### config.mk
export PLATFORM = sky130hd
export DESIGN_NAME = switch_bcd_display
export DESIGN_NICKNAME = d
export VERILOG_FILES = /design/src/rtl/switch_bcd_display.sv
export SDC_FILE = /design/constraint.sdc
export NUM_CORES = 1
export LEC_CHECK = 0
export BUFFER_PORTS_ARGS = -buffer_cell sky130_fd_sc_hd__clkbuf_2
export CORE_ASPECT_RATIO = 1.1
export CORE_MARGIN = 2
export CORE_UTILIZATION = 46
export CTS_BUF_LIST = sky130_fd_sc_hd__clkbuf_16
export DETAILED_ROUTE_END_ITERATION = 16
export SYNTH_ARGS = -nofsm -noshare
export SYNTH_HDL_FRONTEND = slang
export SYNTH_SLANG_ARGS = --single-unit
### constraint.sdc
create_clock -name clk -period 2.45 [get_ports clk]
set_input_delay 0.3675 -clock clk [delete_from_list [all_inputs] [get_ports clk]]
set_output_delay 0.3675 -clock clk [all_outputs]
set_load 0.1 [all_outputs]
### src/rtl/switch_bcd_display.sv
// switch_bcd_display: debounced switch capture, LED mirror, sequential
// double-dabble binary-to-BCD conversion and a multiplexed 7-segment display.
// Optional build macro: LEADING_ZERO_BLANK_EN blanks non-significant leading
// zero digits (digit 0 always shows its value).
module switch_bcd_display #(
  parameter int WIDTH           = 4,
  parameter int DIGITS          = 2,
  parameter int DEBOUNCE_CYCLES = 4,
  parameter int REFRESH_CYCLES  = 8
) (
  input  logic              clk,
  input  logic              rst,
  input  logic [WIDTH-1:0]  sw,
  output logic [WIDTH-1:0]  led,
  output logic [6:0]        seg,
  output logic [DIGITS-1:0] an,
  output logic              busy
);

  localparam int BCD_W = 4 * DIGITS;
  localparam int SH_W  = BCD_W + WIDTH;
  localparam int DB_W  = $clog2(DEBOUNCE_CYCLES + 1);
  localparam int RF_W  = $clog2(REFRESH_CYCLES + 1);
  localparam int ST_W  = $clog2(WIDTH + 1);
  localparam int IDX_W = (DIGITS > 1) ? $clog2(DIGITS) : 1;

  typedef enum logic [1:0] {
    S_IDLE = 2'd0,
    S_CONV = 2'd1,
    S_DONE = 2'd2
  } state_t;

  // One double-dabble step: correct every BCD nibble >= 5, then shift left.
  function automatic logic [SH_W-1:0] dabble_step(input logic [SH_W-1:0] v);
    logic [SH_W-1:0] t;
    t = v;
    for (int d = 0; d < DIGITS; d++) begin
      if (t[WIDTH+4*d +: 4] >= 4'd5) begin
        t[WIDTH+4*d +: 4] = t[WIDTH+4*d +: 4] + 4'd3;
      end else begin
        t[WIDTH+4*d +: 4] = t[WIDTH+4*d +: 4];
      end
    end
    return {t[SH_W-2:0], 1'b0};
  endfunction

  // BCD digit to active-high segments {g,f,e,d,c,b,a}; invalid codes blank.
  function automatic logic [6:0] seg7(input logic [3:0] d);
    logic [6:0] s;
    case (d)
      4'd0:    s = 7'b0111111;
      4'd1:    s = 7'b0000110;
      4'd2:    s = 7'b1011011;
      4'd3:    s = 7'b1001111;
      4'd4:    s = 7'b1100110;
      4'd5:    s = 7'b1101101;
      4'd6:    s = 7'b1111101;
      4'd7:    s = 7'b0000111;
      4'd8:    s = 7'b1111111;
      4'd9:    s = 7'b1101111;
      default: s = 7'b0000000;
    endcase
    return s;
  endfunction

  logic [WIDTH-1:0] r_sync1, r_sync2, r_cand, r_accepted;
  logic [DB_W-1:0]  r_db_cnt;
  logic             w_accept;

  state_t           r_state;
  logic [SH_W-1:0]  r_shift;
  logic [ST_W-1:0]  r_step;
  logic [WIDTH-1:0] r_conv_val, r_last, r_pending;
  logic             r_pend_vld;
  logic [BCD_W-1:0] r_disp;
  logic             w_start;
  logic [WIDTH-1:0] w_start_val;

  logic [RF_W-1:0]   r_ref_cnt;
  logic [IDX_W-1:0]  r_dig_idx;
  logic [IDX_W-1:0]  w_next_idx;
  logic [DIGITS-1:0] r_an;
  logic [3:0]        w_digit;
  logic              w_blank;
  logic [6:0]        w_seg;

  // Accept pulse: the synchronised value has now been stable for DEBOUNCE_CYCLES edges.
  always_comb begin
    w_accept = 1'b0;
    if (r_sync2 == r_cand) begin
      w_accept = (r_db_cnt == DB_W'(DEBOUNCE_CYCLES - 1));
    end else begin
      w_accept = (DEBOUNCE_CYCLES == 1);
    end
  end

  // Two-flop synchroniser, stability counter and accepted-value register.
  always_ff @(posedge clk or posedge rst) begin
    if (rst) begin
      r_sync1    <= '0;
      r_sync2    <= '0;
      r_cand     <= '0;
      r_db_cnt   <= '0;
      r_accepted <= '0;
    end else begin
      r_sync1 <= sw;
      r_sync2 <= r_sync1;
      if (r_sync2 == r_cand) begin
        if (r_db_cnt < DB_W'(DEBOUNCE_CYCLES)) begin
          r_db_cnt <= r_db_cnt + DB_W'(1);
        end
      end else begin
        r_cand   <= r_sync2;
        r_db_cnt <= DB_W'(1);
      end
      if (w_accept) begin
        r_accepted <= r_sync2;
      end
    end
  end

  // Conversion start: new accepted value from IDLE, or a pending value right after DONE.
  always_comb begin
    w_start     = 1'b0;
    w_start_val = r_accepted;
    case (r_state)
      S_IDLE: begin
        if (r_accepted != r_last) begin
          w_start = 1'b1;
        end else begin
          w_start = 1'b0;
        end
      end
      S_DONE: begin
        if (r_pend_vld && (r_pending != r_conv_val)) begin
          w_start     = 1'b1;
          w_start_val = r_pending;
        end else begin
          w_start = 1'b0;
        end
      end
      default: w_start = 1'b0;
    endcase
  end

  // Conversion FSM: IDLE -> CONV (WIDTH steps) -> DONE (load display) -> IDLE/CONV.
  always_ff @(posedge clk or posedge rst) begin
    if (rst) begin
      r_state    <= S_IDLE;
      r_shift    <= '0;
      r_step     <= '0;
      r_conv_val <= '0;
      r_last     <= '0;
      r_pending  <= '0;
      r_pend_vld <= 1'b0;
      r_disp     <= '0;
    end else begin
      case (r_state)
        S_IDLE: begin
          r_state <= S_IDLE;
        end
        S_CONV: begin
          r_shift <= dabble_step(r_shift);
          if (r_step == ST_W'(WIDTH - 1)) begin
            r_state <= S_DONE;
          end else begin
            r_step <= r_step + ST_W'(1);
          end
        end
        S_DONE: begin
          r_disp  <= r_shift[SH_W-1:WIDTH];
          r_last  <= r_conv_val;
          r_state <= S_IDLE;
        end
        default: r_state <= S_IDLE;
      endcase
      if (w_start) begin
        r_state    <= S_CONV;
        r_shift    <= {{BCD_W{1'b0}}, w_start_val};
        r_step     <= '0;
        r_conv_val <= w_start_val;
        r_pend_vld <= 1'b0;
      end
      // A value accepted while busy is remembered; the latest one wins.
      if (w_accept && (r_state != S_IDLE)) begin
        r_pending  <= r_sync2;
        r_pend_vld <= 1'b1;
      end
    end
  end

  // Next digit index for the refresh rotation, wrapping after the top digit.
  always_comb begin
    w_next_idx = '0;
    if (r_dig_idx == IDX_W'(DIGITS - 1)) begin
      w_next_idx = '0;
    end else begin
      w_next_idx = r_dig_idx + IDX_W'(1);
    end
  end

  // Refresh counter and one-hot digit select rotation.
  always_ff @(posedge clk or posedge rst) begin
    if (rst) begin
      r_ref_cnt <= '0;
      r_dig_idx <= '0;
      r_an      <= DIGITS'(1);
    end else begin
      if (r_ref_cnt == RF_W'(REFRESH_CYCLES - 1)) begin
        r_ref_cnt <= '0;
        r_dig_idx <= w_next_idx;
        r_an      <= DIGITS'(1) << w_next_idx;
      end else begin
        r_ref_cnt <= r_ref_cnt + RF_W'(1);
      end
    end
  end

  // Segment decode of the currently selected display digit.
  always_comb begin
    w_digit = 4'd0;
    w_blank = 1'b0;
    for (int d = 0; d < DIGITS; d++) begin
      if (r_dig_idx == IDX_W'(d)) begin
        w_digit = r_disp[4*d +: 4];
`ifdef LEADING_ZERO_BLANK_EN
        w_blank = (d > 0) && ((r_disp >> (4 * d)) == '0);
`else
        w_blank = 1'b0;
`endif
      end else begin
        w_digit = w_digit;
      end
    end
    if (w_blank) begin
      w_seg = 7'b0000000;
    end else begin
      w_seg = seg7(w_digit);
    end
  end

  assign led  = r_accepted;
  assign an   = r_an;
  assign seg  = w_seg;
  assign busy = (r_state != S_IDLE);

endmodule
# [Word-level counts from Yosys, hierarchy flattened]
# Memory sizes are Yosys's and may differ from the RTL's.
# Index checks and enable logic that the tools add are counted.
[totals] register_bits=64 mem_bits_ro=112 in_bits=6 output_inout_bits=14 memories=1
[memory_table] name="(no name shown)" depth=16 word_bits=7 rd=1 rd_clocked_by_memory_dff=0 wr=0 line_no="50" source="case (d)"
[op_classes] add_sub_neg=6 order_cmp=3 n_eq_ne=11 n_shift=1 mux=23 n_reduce_logical=7
[ops] cell="2-to-1 mux 12 bit" count=2
[ops] cell="2-to-1 mux 4 bit" count=5
[ops] cell="2-to-1 mux 3 bit" count=6
[ops] cell="greater-or-equal comparator 4 x 3 -> 1 bit, second input constant" count=2
[ops] cell="inequality test 4 bit" count=2
[ops] cell="adder 3 x 1 -> 3 bit, second input constant" count=2
[ops] cell="equality test 3 x 2 -> 1 bit, second input constant" count=2
[ops] cell="2-to-1 mux 1 bit" count=6
[ops] cell="2-to-1 mux 2 bit" count=3
[ops] cell="nonzero test 2 bit" count=3
[ops] cell="adder 4 x 1 -> 4 bit, second input constant" count=1
[ops] cell="adder 4 x 2 -> 4 bit, second input constant" count=1
[ops] cell="equality test 4 x 3 -> 1 bit, second input constant" count=1
[ops] cell="equality test 4 bit" count=1
[ops] cell="adder 3 x 2 -> 3 bit, second input constant" count=1
[ops] cell="< comparator 3 bit, second input constant" count=1
[ops] cell="inequality test 3 bit, second input constant" count=1
[ops] cell="equality test 2 x 1 -> 1 bit, second input constant" count=1
[ops] cell="equality test 2 bit, second input constant" count=1
[ops] cell="logical AND 1 bit" count=2
[ops] cell="logical NOT 2 bit" count=1
[ops] cell="inequality test 2 x 1 -> 1 bit, second input constant" count=1
[ops] cell="inequality test 2 bit, second input constant" count=1
[ops] cell="one-hot mux 1 bit (2 select lines)" count=1
[ops] cell="3 further kinds" count=3

# [Depth between registers and ports, before layout]
[logic_depth] ltp_word=6 ltp_mapped=7 ltp_nobuf=7

# [Worst setup path before layout]
# No wires, ideal clock.
[synth_timing] path_kind="flip-flop to output port" from="register r_dig_idx" to="output seg[0]" arrival_time_ns=3.291 t_required_ns=2.082 slack_ns=-1.209 stages_incl_launch_ff=5 path_buffers=1 path_cell_list="dfrtp_1 -> buf_6 -> mux2i_1 -> nand2_1 -> o21ai_0"
[synth_between] elab_chain_cells=2
[synth_lines] element="start: declaration" line_no="80" source="logic [IDX_W-1:0] r_dig_idx;"
[synth_lines] element="start signal: assignment" line_no="211" source="r_dig_idx <= w_next_idx;"
[synth_lines] element="2-to-1 mux 4 bit" line_no="224" source="if (r_dig_idx == IDX_W'(d)) begin"
[synth_lines] element="memory (16 x 7 bit)"
[synth_lines] element="end: declaration" line_no="15" source="output logic [6:0] seg,"
# Every way passes these cells.

# [Final worst setup path]
[layout_timing] from="register r_dig_idx" to="output seg[3]"
# Same word-level chain as after synthesis.

==> impl_metrics.yaml <==
worst_setup_path:
  crit_end: "seg[3]"
  r2r_end: "r_shift[11]"
  rr_startpoint: "r_conv_val[3]"
  critPathArrivalTime_ns: 1.96
  critPathMaxFanout: 8
  start_kind: "flip-flop"
  reg2reg_depth: 5
  required_ns: 2.08
  reg2reg_slack_ns: 0.37
  end_kind: "output port"
  startpoint: "r_dig_idx"
  critPathKind: "reg2out"
logic_synthesis:
  netlist_area_sq_um: 2940
  synth-seq-cells: 63
  synth_nets: 279
  synthFlopType: "dfrtp_1"
  yosys.cell_types.count: 39
  synth-async-reset-ratio_pct: 100
  postSynthAreaPerCell_sq_um: 11.4
  synth_warnings: 0
  synth-edff-count: 0
  seq_area_frac_synth_pct: 53.7
  postSynthCellCount: 258
hold_path:
  hold_class: "in2async"
clock_tree:
  clock_latency_ns: 0.33
  htree_levels: 3
  root_buffer: "clkbuf_16"
  postCtsHoldBufs: 0
  clkTransAtPathRegs_ns: 0.06
  cts_sinks: 63
  cts_inserted_buffers: 9
  cts_max_path_buffers: 2
  tritoncts: "done"
global_routing:
  grt_max_degree: 41
  grt_pass1_vias: 1827
  gr-usage-all-layers_pct: 16.5
  grt_pass1_wl_um: 8680
  grt_overflow_total: 0
  antenna_found_initial: 0
final_layout:
  area.growth.synth_to_final_pct: 23.4
  stdcell_count: 370
  nFillCells: 522
  diodes: 0
  final_cell_mix: "61 x dfrtp_1, 24 x nand2_1, 18 x mux2_2"
  drive_above_1_share_pct: 26.9
  final_area_sq_um: 3630
  final_common_cell: "dfrtp_1"
  fin_nets: 306
job:
  cap_violations: 0
drt:
  wl_per_cell_um: 13.6
  final_antenna_net_count: 0
  finalWirelength_um: 5020
  vias: 1898
  drt_iter0_drc: 68
  drt-vias-per-instance: 5.13
  first_pass_iters: 4
  drc_errors: 0
placement:
  port-buffer-count: 19
  gp_congestion: 0.772
  place_area_sq_um: 3260
  dp_hpwl_um: 3570
  dp_cells: 352
floorplan:
  row_count: 30
  start_util_pct: 47.5
  ios: 20
  die-area_sq_um: 7050
  die_h_um: 87.8
  die_w_um: 80.2
  coreArea_sq_um: 6190
timing:
  fin_crit_ns: 2.32
  tightest_slew_ns: 1.02
  fin_setup_tns_ns: 0
  fmax_mhz: 430
  slew_headroom_pct: 31.5
  finClkSkew_ns: 0.00623
  final-hold-violation-count: 0
  slew_viol_final: 0
  setup_viol: 0
  rsz0062_at_grt: "false"
  finalCritPeriodShare_pct: 94.8
status:
  status: "finished clean"
pwr:
  peakVddDrop_uv: 1130
  p_per_area_nw_per_um2: 1550
  p_leak_nw: 1.75
  power.total_mw: 5.62
-- cells by family (layout without fill, tap and decap cells) --
family	after synthesis	count (layout)	share of synthesized area [%]
compound gates	49	49	9.92
buf+inv	24	56	4.00
simple gates	62	62	10.7
fa+ha+maj	15	15	6.39
mux	26	26	9.62
flops	63	63	53.7
xor+xnor	19	19	5.66
-- critical path, stage by stage, from the launching register on --
cell,delay [ns]
dfrtp_2,0.47
mux2i_1,0.21
buf_4,0.17
ha_1,0.14
nor2b_1,0.04
o21ai_0,0.30
o21ai_2,0.13
buf_12,0.18
-- worst min path at each step --
stage | start | to | slack [ns] | depth (start not counted)
2_1_floorplan | r_sync1[0] | r_sync2[0] | 0.33 | 0
3_5_place_dp | r_sync1[0] | r_sync2[0] | 0.34 | 0
4_1_cts | rst | r_last[0] | 0.07 | 2
3_3_place_gp | r_sync1[0] | r_sync2[0] | 0.33 | 0
5_1_grt | rst | r_last[3] | 0.10 | 2
6_report | rst | r_last[3] | 0.05 | 2
-- report_power, final --
part           total, mW  switching, mW  internal [mW]
Clock               1.46          0.462          0.996
Combinational       2.64           1.66          0.985
Sequential          1.52          0.222           1.29
-- cell usage after synthesis (all sizes together), types with 2 or more instances --
master / n / area share (%)
o21ai: 16 / 2.7
o31ai: 3 / 0.77
nand3: 4 / 0.68
clkbuf: 7 / 0.89
or2: 3 / 0.64
a21oi: 17 / 2.9
dfrtp: 62 / 53
nor4: 3 / 1.1
ha: 15 / 6.4
nor2b: 2 / 0.43
mux2i: 8 / 2.7
nand2: 24 / 3.1
nor2: 14 / 1.8
mux2: 18 / 6.9
o22ai: 7 / 1.7
xnor2: 9 / 2.7
a31oi: 2 / 0.43
a211oi: 2 / 0.85
nand2b: 4 / 1.1
xor2: 10 / 3.0
nor3: 2 / 0.34
buf: 5 / 1.6
inv: 12 / 1.5
-- through the flow --
stage	util, %	setup WS, ns	hold WS, ns
after floorplan	-	-0.0872	0.331
after global routing	58.6	0.00706	0.105
final	58.6	0.126	0.0532
after global placement	52.6	0.388	0.333
after CTS	58.2	0.0631	0.0689
after detailed placement	52.6	0.321	0.336
-- flip-flops by register name, summed over array words and instances (netlist names) --
signal	count
an	1
r_pend_vld	1
r_conv_val	4
r_last	4
led	4
r_cand	4
r_shift	12
r_state	2
r_disp	8
r_pending	4
r_sync2	4
r_step	3
r_ref_cnt	4
r_sync1	4
r_db_cnt	3
r_dig_idx	1
-- area by class of cell --
cell class / instances / area, sq um / area share [%]
Tap cell: 80 / 100 / 2.76
Timing Repair Buffer: 28 / 280 / 7.73
Clock buffer: 9 / 225 / 6.21
Inverter: 12 / 45.0 / 1.24
Sequential cell: 63 / 1580 / 43.5
Multi-Input combinational cell: 171 / 1280 / 35.2
Clock inverter: 7 / 120 / 3.31
-- timing repair --
item                       CTS  global route
setup endpoints to repair    2             2
buffers inserted             0             2
gates resized for setup      1             2
-- metal layers --
layer,GRT usage (%),vias up,share of wire [%]
met5,0,-,0
met4,9.71,0,2.5
met3,3.40,10,2.4
met2,25.5,31,48
met1,21.7,915,48
li1,-,942,-
(Power assumes the default switching activity.)
